$ cat config.mk
export PLATFORM = sky130hd
export DESIGN_NAME = load_store_unit
export DESIGN_NICKNAME = d
export VERILOG_FILES = /design/src/rtl/load_store_unit.sv
export SDC_FILE = /design/constraint.sdc
export NUM_CORES = 1
export LEC_CHECK = 0
export BUFFER_PORTS_ARGS = -buffer_cell sky130_fd_sc_hd__buf_4
export CORE_MARGIN = 2
export CORE_UTILIZATION = 45
export CTS_CLUSTER_DIAMETER = 30
export CTS_CLUSTER_SIZE = 10
export DETAILED_ROUTE_END_ITERATION = 10
export PLACE_DENSITY = 0.66
export SETUP_SLACK_MARGIN = 0.05
export SLEW_MARGIN = 10
export SYNTH_ARGS = -nofsm -noshare
export SYNTH_HDL_FRONTEND = slang
export SYNTH_SLANG_ARGS = --single-unit
$ cat constraint.sdc
create_clock -name clk -period 5.8 [get_ports clk]
set_clock_uncertainty 0.1 [all_clocks]
set_input_delay 0.58 -clock clk [delete_from_list [all_inputs] [get_ports clk]]
set_output_delay 0.58 -clock clk [all_outputs]
set_load 0.01 [all_outputs]
$ cat src/rtl/load_store_unit.sv
// load_store_unit: data-memory initiator for the core pipeline.
// Handles byte/half/word loads and stores against a word-aligned memory that
// has a combinational read and writes on posedge clk. Loads are sign- or
// zero-extended. Sub-word stores use read-modify-write.
// Optional feature macro: LSU_MISALIGNED_EN. When it is defined, accesses that
// cross a word boundary are split into two words. When it is undefined, any
// naturally misaligned access is rejected with resp_err.
module load_store_unit #(
    parameter int ADDR_W = 32,
    parameter int DATA_W = 32
) (
    input  logic              clk,
    input  logic              rst_n,
    input  logic              req_valid,
    output logic              req_ready,
    input  logic              req_write,
    input  logic [1:0]        req_size,
    input  logic              req_unsigned,
    input  logic [ADDR_W-1:0] req_addr,
    input  logic [DATA_W-1:0] req_wdata,
    output logic              resp_valid,
    output logic [DATA_W-1:0] resp_rdata,
    output logic              resp_err,
    output logic [ADDR_W-1:0] mem_adr,
    output logic [DATA_W-1:0] mem_wd,
    output logic              mem_write,
    input  logic [DATA_W-1:0] mem_rdata
);

`ifdef LSU_MISALIGNED_EN
    localparam bit MIS_EN = 1'b1;
`else
    localparam bit MIS_EN = 1'b0;
`endif

    typedef enum logic [2:0] {IDLE, RD0, WR0, RD1, WR1, RESP} state_t;

    state_t            state_reg, state_next;
    logic              write_reg, unsigned_reg;
    logic [1:0]        size_reg;
    logic [ADDR_W-1:0] addr_reg;
    logic [DATA_W-1:0] wdata_reg, word0_reg, word0_next;
    logic              resp_valid_next, resp_err_next, mem_write_next;
    logic [DATA_W-1:0] resp_rdata_next, mem_wd_next;
    logic [ADDR_W-1:0] mem_adr_next;

    // The request being worked on: live inputs while idle, latched copy afterwards.
    logic              is_idle, cur_write, cur_unsigned;
    logic [1:0]        cur_size, off;
    logic [ADDR_W-1:0] cur_addr, word_a, word_b;
    logic [DATA_W-1:0] cur_wdata;
    logic [3:0]        base_mask;
    logic [2:0]        nbytes;
    logic              crossing, natural_mis, req_err;
    logic [4:0]        shamt;
    logic [2*DATA_W-1:0] wdata_wide;
    logic [7:0]        lane_mask;
    logic              hi_sel;
    logic [DATA_W-1:0] merge_word, ld_lo, ld_word, ld_ext;

    assign is_idle      = (state_reg == IDLE);
    assign req_ready    = is_idle;
    assign cur_write    = is_idle ? req_write    : write_reg;
    assign cur_unsigned = is_idle ? req_unsigned : unsigned_reg;
    assign cur_size     = is_idle ? req_size     : size_reg;
    assign cur_addr     = is_idle ? req_addr     : addr_reg;
    assign cur_wdata    = is_idle ? req_wdata    : wdata_reg;

    assign off    = cur_addr[1:0];
    assign word_a = {cur_addr[ADDR_W-1:2], 2'b00};
    assign word_b = word_a + ADDR_W'(4);   // wraps 0xFFFFFFFC -> 0
    assign shamt  = {off, 3'b000};

    // Lane pattern and byte count for the access size.
    always_comb begin
        base_mask = 4'b1111;
        nbytes    = 3'd4;
        case (cur_size)
            2'b00:   begin base_mask = 4'b0001; nbytes = 3'd1; end
            2'b01:   begin base_mask = 4'b0011; nbytes = 3'd2; end
            default: begin base_mask = 4'b1111; nbytes = 3'd4; end
        endcase
    end

    assign crossing    = ({1'b0, off} + nbytes) > 3'd4;
    assign natural_mis = ((cur_size == 2'b01) && off[0]) ||
                         ((cur_size == 2'b10) && (off != 2'b00));
    assign req_err     = (cur_size == 2'b11) || (!MIS_EN && natural_mis);

    // Store data and lane enables spread over the two words an access may touch.
    assign wdata_wide = {{DATA_W{1'b0}}, cur_wdata} << shamt;
    assign lane_mask  = {4'b0000, base_mask} << off;
    assign hi_sel     = (state_reg == RD1);

    // Replace the target lanes of the word just read with store data.
    generate
        for (genvar gi = 0; gi < 4; gi++) begin : g_merge
            assign merge_word[8*gi +: 8] =
                (hi_sel ? lane_mask[gi+4] : lane_mask[gi])
                    ? (hi_sel ? wdata_wide[DATA_W + 8*gi +: 8] : wdata_wide[8*gi +: 8])
                    : mem_rdata[8*gi +: 8];
        end
    endgenerate

    // Load: low word is live in RD0, otherwise the one captured in RD0.
    assign ld_lo   = (state_reg == RD0) ? mem_rdata : word0_reg;
    assign ld_word = DATA_W'({mem_rdata, ld_lo} >> shamt);

    // Sign or zero extension of the load result.
    always_comb begin
        ld_ext = ld_word;
        case (cur_size)
            2'b00:   ld_ext = cur_unsigned ? {24'h0, ld_word[7:0]}
                                           : {{24{ld_word[7]}}, ld_word[7:0]};
            2'b01:   ld_ext = cur_unsigned ? {16'h0, ld_word[15:0]}
                                           : {{16{ld_word[15]}}, ld_word[15:0]};
            default: ld_ext = ld_word;
        endcase
    end

    // Next state plus next values of the registered memory/response outputs.
    always_comb begin
        state_next      = state_reg;
        word0_next      = word0_reg;
        resp_valid_next = 1'b0;
        resp_err_next   = 1'b0;
        resp_rdata_next = '0;
        mem_adr_next    = '0;
        mem_wd_next     = '0;
        mem_write_next  = 1'b0;
        case (state_reg)
            IDLE: begin
                if (req_valid) begin
                    if (req_err) begin
                        state_next      = RESP;
                        resp_valid_next = 1'b1;
                        resp_err_next   = 1'b1;
                    end else if (cur_write && (cur_size == 2'b10) && (off == 2'b00)) begin
                        state_next     = WR0;
                        mem_adr_next   = word_a;
                        mem_wd_next    = merge_word;
                        mem_write_next = 1'b1;
                    end else begin
                        state_next   = RD0;
                        mem_adr_next = word_a;
                    end
                end
            end
            RD0: begin
                word0_next = mem_rdata;
                if (cur_write) begin
                    state_next     = WR0;
                    mem_adr_next   = word_a;
                    mem_wd_next    = merge_word;
                    mem_write_next = 1'b1;
                end else if (crossing) begin
                    state_next   = RD1;
                    mem_adr_next = word_b;
                end else begin
                    state_next      = RESP;
                    resp_valid_next = 1'b1;
                    resp_rdata_next = ld_ext;
                end
            end
            WR0: begin
                if (crossing) begin
                    state_next   = RD1;
                    mem_adr_next = word_b;
                end else begin
                    state_next      = RESP;
                    resp_valid_next = 1'b1;
                end
            end
            RD1: begin
                if (cur_write) begin
                    state_next     = WR1;
                    mem_adr_next   = word_b;
                    mem_wd_next    = merge_word;
                    mem_write_next = 1'b1;
                end else begin
                    state_next      = RESP;
                    resp_valid_next = 1'b1;
                    resp_rdata_next = ld_ext;
                end
            end
            WR1: begin
                state_next      = RESP;
                resp_valid_next = 1'b1;
            end
            RESP:    state_next = IDLE;
            default: state_next = IDLE;
        endcase
    end

    // State, latched request and registered outputs; reset aborts any operation.
    always_ff @(posedge clk or negedge rst_n) begin
        if (!rst_n) begin
            state_reg    <= IDLE;
            write_reg    <= 1'b0;
            unsigned_reg <= 1'b0;
            size_reg     <= 2'b00;
            addr_reg     <= '0;
            wdata_reg    <= '0;
            word0_reg    <= '0;
            resp_valid   <= 1'b0;
            resp_err     <= 1'b0;
            resp_rdata   <= '0;
            mem_adr      <= '0;
            mem_wd       <= '0;
            mem_write    <= 1'b0;
        end else begin
            state_reg  <= state_next;
            word0_reg  <= word0_next;
            resp_valid <= resp_valid_next;
            resp_err   <= resp_err_next;
            resp_rdata <= resp_rdata_next;
            mem_adr    <= mem_adr_next;
            mem_wd     <= mem_wd_next;
            mem_write  <= mem_write_next;
            if (is_idle && req_valid) begin
                write_reg    <= req_write;
                unsigned_reg <= req_unsigned;
                size_reg     <= req_size;
                addr_reg     <= req_addr;
                wdata_reg    <= req_wdata;
            end
        end
    end

endmodule

### After elaboration in Yosys (flattened, before gate mapping)

Cells that the tools add are included.

| word-level totals | value |
|---|---|
| register bits | 202 |
| input port bits | 103 |
| output and inout port bits | 100 |
| word-level logic and storage cells | 96 |

| cells by class | value |
|---|---|
| $add $sub $neg | 2 |
| magnitude comparators | 1 |
| eq/ne operators | 8 |
| shift operators | 3 |
| muxes and demuxes | 57 |
| reduce and logical (&&, ||, !) cells | 12 |

Operators with widths:

| operator | number |
|---|---|
| $mux 32 | 17 |
| $pmux 32 s2 | 3 |
| $pmux 32 s4 | 1 |
| $mux 8 | 8 |
| $shl 32x5->64 | 1 |
| $shr 64x5->32 | 1 |
| $add 32x3->32 const B | 1 |
| $mux 1 | 17 |
| $pmux 3 s5 | 1 |
| $mux 3 | 4 |
| $pmux 4 s2 | 1 |
| $shl 4x2->8 | 1 |
| $eq 3x2->1 const B | 2 |
| $pmux 3 s2 | 1 |
| $logic_and 1x1->1 | 5 |
| $pmux 1 s5 | 1 |
| $eq 2x2->1 const B | 2 |
| $logic_not 2->1 | 2 |
| $mux 2 | 2 |
| $add 2x3->3 | 1 |
| $eq 3x1->1 const B | 1 |
| $eq 3x3->1 const B | 1 |
| $gt 3x3->1 const B | 1 |
| $logic_not 3->1 | 1 |
| 6 further kinds | 7 |

### Depth between registers and ports, before layout

| depth | value |
|---|---|
| depth after elaboration | 11 |
| mapped depth | 19 |
| gate-level depth less buffers | 14 |

### Least setup slack after synthesis

Ideal clock, no wire load.

| timing | value |
|---|---|
| kind | register to register |
| from | register state_reg[0] |
| to | register resp_rdata[17] |
| setup time | 121 ps |
| data arrival time | 3806 ps |
| required time | 5579 ps |
| setup slack | 1773 ps |
| stages on the path, launching flop included | 17 |
| path buffers | 6 |
| period minus slack after synthesis | 4027 ps |
| cell sequence | dfrtp_1 -> buf_6 -> or3_4 -> inv_4 -> mux2_2 -> inv_2 -> buf_2 -> buf_2 -> buf_1 -> fa_1 -> nor2b_1 -> a21o_1 -> o21ai_1 -> or3b_1 -> buf_4 -> buf_6 -> nand2_1 |

| on the way | value |
|---|---|
| word-level cells in the longest chain between the ends | 9 |
| elaborated cells on any way between the ends | 21 |
| those cells by class | add/sub: 1; order compare: 1; eq/ne: 3; shift: 1; mux: 13; reduce/logical: 2 |

RTL lines:

| what | line | text |
|---|---|---|
| start, declared | 38 | `state_t state_reg, state_next;` |
| start signal, assigned | 212 | `state_reg <= state_next;` |
| $logic_not 3->1 | 61 | `assign is_idle = (state_reg == IDLE);` |
| $mux 2 | 65 | `assign cur_size = is_idle ? req_size : size_reg;` |
| $eq 2x1->1 / $logic_not 2->1 (equally long branches) | 78, 112 |  |
| $pmux 3 s2 | 78 | `case (cur_size)` |
| $add 2x3->3 | 85 | `assign crossing = ({1'b0, off} + nbytes) > 3'd4;` |
| $gt 3x3->1 | 85 |  |
| $mux 32 | 156 | `end else if (crossing) begin` |
| $mux 32 | 151 | `if (cur_write) begin` |
| $pmux 32 s2 (*) | 131 | `case (state_reg)` |
| net resp_rdata_next[17] | 44 | `logic [DATA_W-1:0] resp_rdata_next, mem_wd_next;` |
| end signal, assigned | 216 | `resp_rdata <= resp_rdata_next;` |
| end, declared | 22 | `output logic [DATA_W-1:0] resp_rdata,` |

The timed path passes the listed nets; every way through them passes the cells marked *.
A chain may end at the register's enable or synchronous reset.

### Final worst setup path

| timing | value |
|---|---|
| from | register state_reg[1] |
| to | register mem_adr[28] |

| on the way | value |
|---|---|
| word-level cells in the longest chain between the ends | 9 |
| elaborated cells on any way between the ends | 26 |
| those cells by class | add/sub: 2; order compare: 1; eq/ne: 6; mux: 10; reduce/logical: 7 |

RTL lines:

| what | line | text |
|---|---|---|
| $logic_not 3->1 | 61, 131 |  |
| $mux 2 / $mux 32 (equally long branches) | 65, 66 |  |
| $eq 2x1->1 (tied with other cells) | 78, 86 |  |
| $pmux 3 s2 (tied with other cells) | 78 |  |
| $add 2x3->3 / $logic_or 1x1->1 (equally long branches) | 85, 86 |  |
| $gt 3x3->1 / $logic_or 1x1->1 (equally long branches) | 85, 88 |  |
| $mux 32, on equally long branches | 156, 166, 134 |  |
| $mux 32, on equally long branches | 151, 133 |  |
| $pmux 32 s4 (*) | 131 |  |
| net mem_adr_next[28] | 45 | `logic [ADDR_W-1:0] mem_adr_next;` |
| end signal, assigned | 217 | `mem_adr <= mem_adr_next;` |
| end, declared | 24 | `output logic [ADDR_W-1:0] mem_adr,` |

Marks and branches as above.

==> results_dict.tcl <==
set metrics [dict create \
    post_cts_resized 0 \
    status "finished, final reports clean" \
    ys_ff_latch 200 \
    setup_violations 0 \
    postCtsSetupRepairBufs 0 \
    maxCapViolations 0 \
    ctsLongestPathBuffers 2 \
    cp_slowest_stage_delay_ns 0.66 \
    drt_first_pass_iters 5 \
    reg2reg_depth 11 \
    synthXorXnorAreaFrac 0.0205 \
    place_inst 1793 \
    drt_iter0_drc 1084 \
    portBuffers 200 \
    fin_crit_sh 0.776 \
    fmax_ghz 0.222 \
    r2r_start "state_reg[1]" \
    num_rows 58 \
    drive_gt1_frac 0.197 \
    fin_cells 1825 \
    r2r-end "mem_adr[28]" \
    power_w 0.00820 \
    num_antenna_cells 0 \
    grt_pass1_vias 9637 \
    synth.most_common_cell "nand2_1" \
    async_flop_share 1.00 \
    crit_slowest_cell "dfrtp_1" \
    final_nets 1588 \
    critPathKind "register to register" \
    crit_arrival_ns 4.70 \
    synth_top_cell_by_area "dfrtp_1" \
    max_slew_margin 0.196 \
    tightest_slew_ns 1.20 \
    synth_warnings 0 \
    p_leak_nw 6.80 \
    reg2reg_slack_ns 1.30 \
    num_io_pins 203 \
    hold_buffers 0 \
    synth_top_family_by_area "simple AND/OR/NAND/NOR gates" \
    vias 10500 \
    cts.sinks 200 \
    cts_made_buffers 17 \
    htree_levels 4 \
    rsz0062_at_grt "false" \
    netlist_instances 1335 \
    crit_top_cell "nand2_1" \
    drc 0 \
    wl_per_cell_um 19.7 \
    dieArea_um2 26900 \
    syn_area_um2 11500 \
    endpoint_kind "register" \
    yosys_most_used_dff "dfrtp_1" \
    area_growth_pct 19.8 \
    synthSimpleGateAreaFrac 0.216 \
    initial_utilization 0.458 \
    finalHoldViolations 0 \
    power-per-cell-area_nw_per_um2 594 \
    drt-total-wl_mm 35.9 \
    die_w_um 164 \
    track_usage 0.270 \
    root_buffer "clkbuf_16" \
    core-area_um2 25200 \
    grt_max_degree 98 \
    clkTransAtPathRegs_ns 0.09 \
    ir_drop_uv 352 \
    synthMuxAreaShare 0.135 \
    period_minus_slack_ns 4.50 \
    tns_ns 0 \
    synth_area_leaders "dfrtp_1, nand2_1, mux2i_1" \
    crit_chain "or3_4, inv_4, buf_4, nand2_1, nand2_1, ha_1, clkinv_1, nor4_1, o22ai_1, o311ai_0, o221ai_1" \
    synth_top_area_share 0.434 \
    ys_types 78 \
    die_h_um 164 \
    hp-class "input port to async pin" \
    clock_latency_ns 0.45 \
    slew_violations 0 \
    grt_pass1_wl_mm 55.9 \
    synth-adder-area-share 0.00391 \
    crit_path_max_fanout 59 \
    avgViaCountPerCell 5.76 \
    syn_area_per_cell_um2 8.63 \
    ys_seq_area_frac 0.434 \
    gp_congestion 0.924 \
    grt_antenna_before_repair 0 \
    gr-total-overflow 0 \
    synth-edff-count 0 \
    n_fill_cell 2352 \
    final_util 0.548 \
    synth_common_cells "nand2_1, dfrtp_1, mux2i_1" \
    synth_compound_area_frac 0.142 \
    dp_hpwl_mm 25.5 \
    required_ns 6.00 \
    ant_nets 0 \
    critPathLaunchType "register" \
    cts_tree "built" \
]
## through the flow
stage	hold slack [ns]	area (um^2)	worst slack, ns
2_1_floorplan	0.184	11500	1.77
5_1_grt	0.172	13800	1.04
6_report	0.113	13800	1.30
3_5_place_dp	0.380	13200	1.49
3_3_place_gp	0.373	13200	1.62
4_1_cts	0.139	13800	1.45
## power breakdown
group          switching [W]  internal (W)
logic                0.00283       0.00175
clock network       0.000660      0.000604
registers           0.000402       0.00196
total                0.00389       0.00431
## worst max-delay path: cells and delay by family, from the launching register on
kind	cells	cell delay, ns
compound gates	3	0.93
buf+inv	3	0.96
simple gates	4	1.40
flops	1	0.66
fa+ha+maj	1	0.25
## worst max-delay path by stage
stage | startpoint | endpoint | slack [ns] | depth (start not counted)
detailed placement | state_reg[1] | resp_rdata[20] | 1.49 | 11
global route | state_reg[1] | mem_adr[28] | 1.04 | 12
global placement | state_reg[1] | resp_rdata[17] | 1.62 | 11
CTS | state_reg[1] | mem_adr[28] | 1.45 | 11
floorplan | state_reg[0] | resp_rdata[17] | 1.77 | 16
finish | state_reg[1] | mem_adr[28] | 1.30 | 11
## kinds of logic after synthesis
kind of cell	Yosys count
adders and majority gates	3
AOI/OAI and AO/OA	254
xor gates and xnor gates	27
other	1
and+or+nand+nor	575
buffers and inverters	124
muxes	151
DFF	200
## final cells by class
class | count | area, um^2 | share of cell area
inverters | 33 | 126 | 0.00915
clock inverters | 15 | 200 | 0.0145
clock buffers | 17 | 425 | 0.0308
repair buffers | 218 | 1640 | 0.119
flip-flops and latches | 200 | 5000 | 0.362
multi-input cells | 1012 | 6000 | 0.434
well taps | 330 | 413 | 0.0299
## metal layers
layer / routed length (um) / up-vias / GRT usage
met3: 2530 / 50 / 0.0434
met1: 16900 / 5030 / 0.410
met4: 795 / 0 / 0.0817
met5: 0 / - / 0
li1: - / 4959 / -
met2: 15600 / 464 / 0.395
## placed cells by master, fill, tap and decap left out, drive strengths merged, types with 13 or more instances in the layout
master / Yosys / layout
a211oi: 16 / 16
mux2: 29 / 29
nand2: 336 / 336
mux2i: 121 / 121
nor3: 22 / 22
xnor2: 13 / 13
a31oi: 16 / 16
buf: 42 / 217
dfrtp: 200 / 200
nand3: 57 / 57
and3: 14 / 14
o31ai: 13 / 13
inv: 32 / 43
o211ai: 14 / 14
nor4: 17 / 17
clkbuf: 49 / 18
nand4: 18 / 18
nor2: 90 / 90
o22ai: 17 / 17
o21ai: 60 / 60
xor2: 14 / 14
a21oi: 63 / 63
Note: power is estimated with default switching activity, not from simulation.
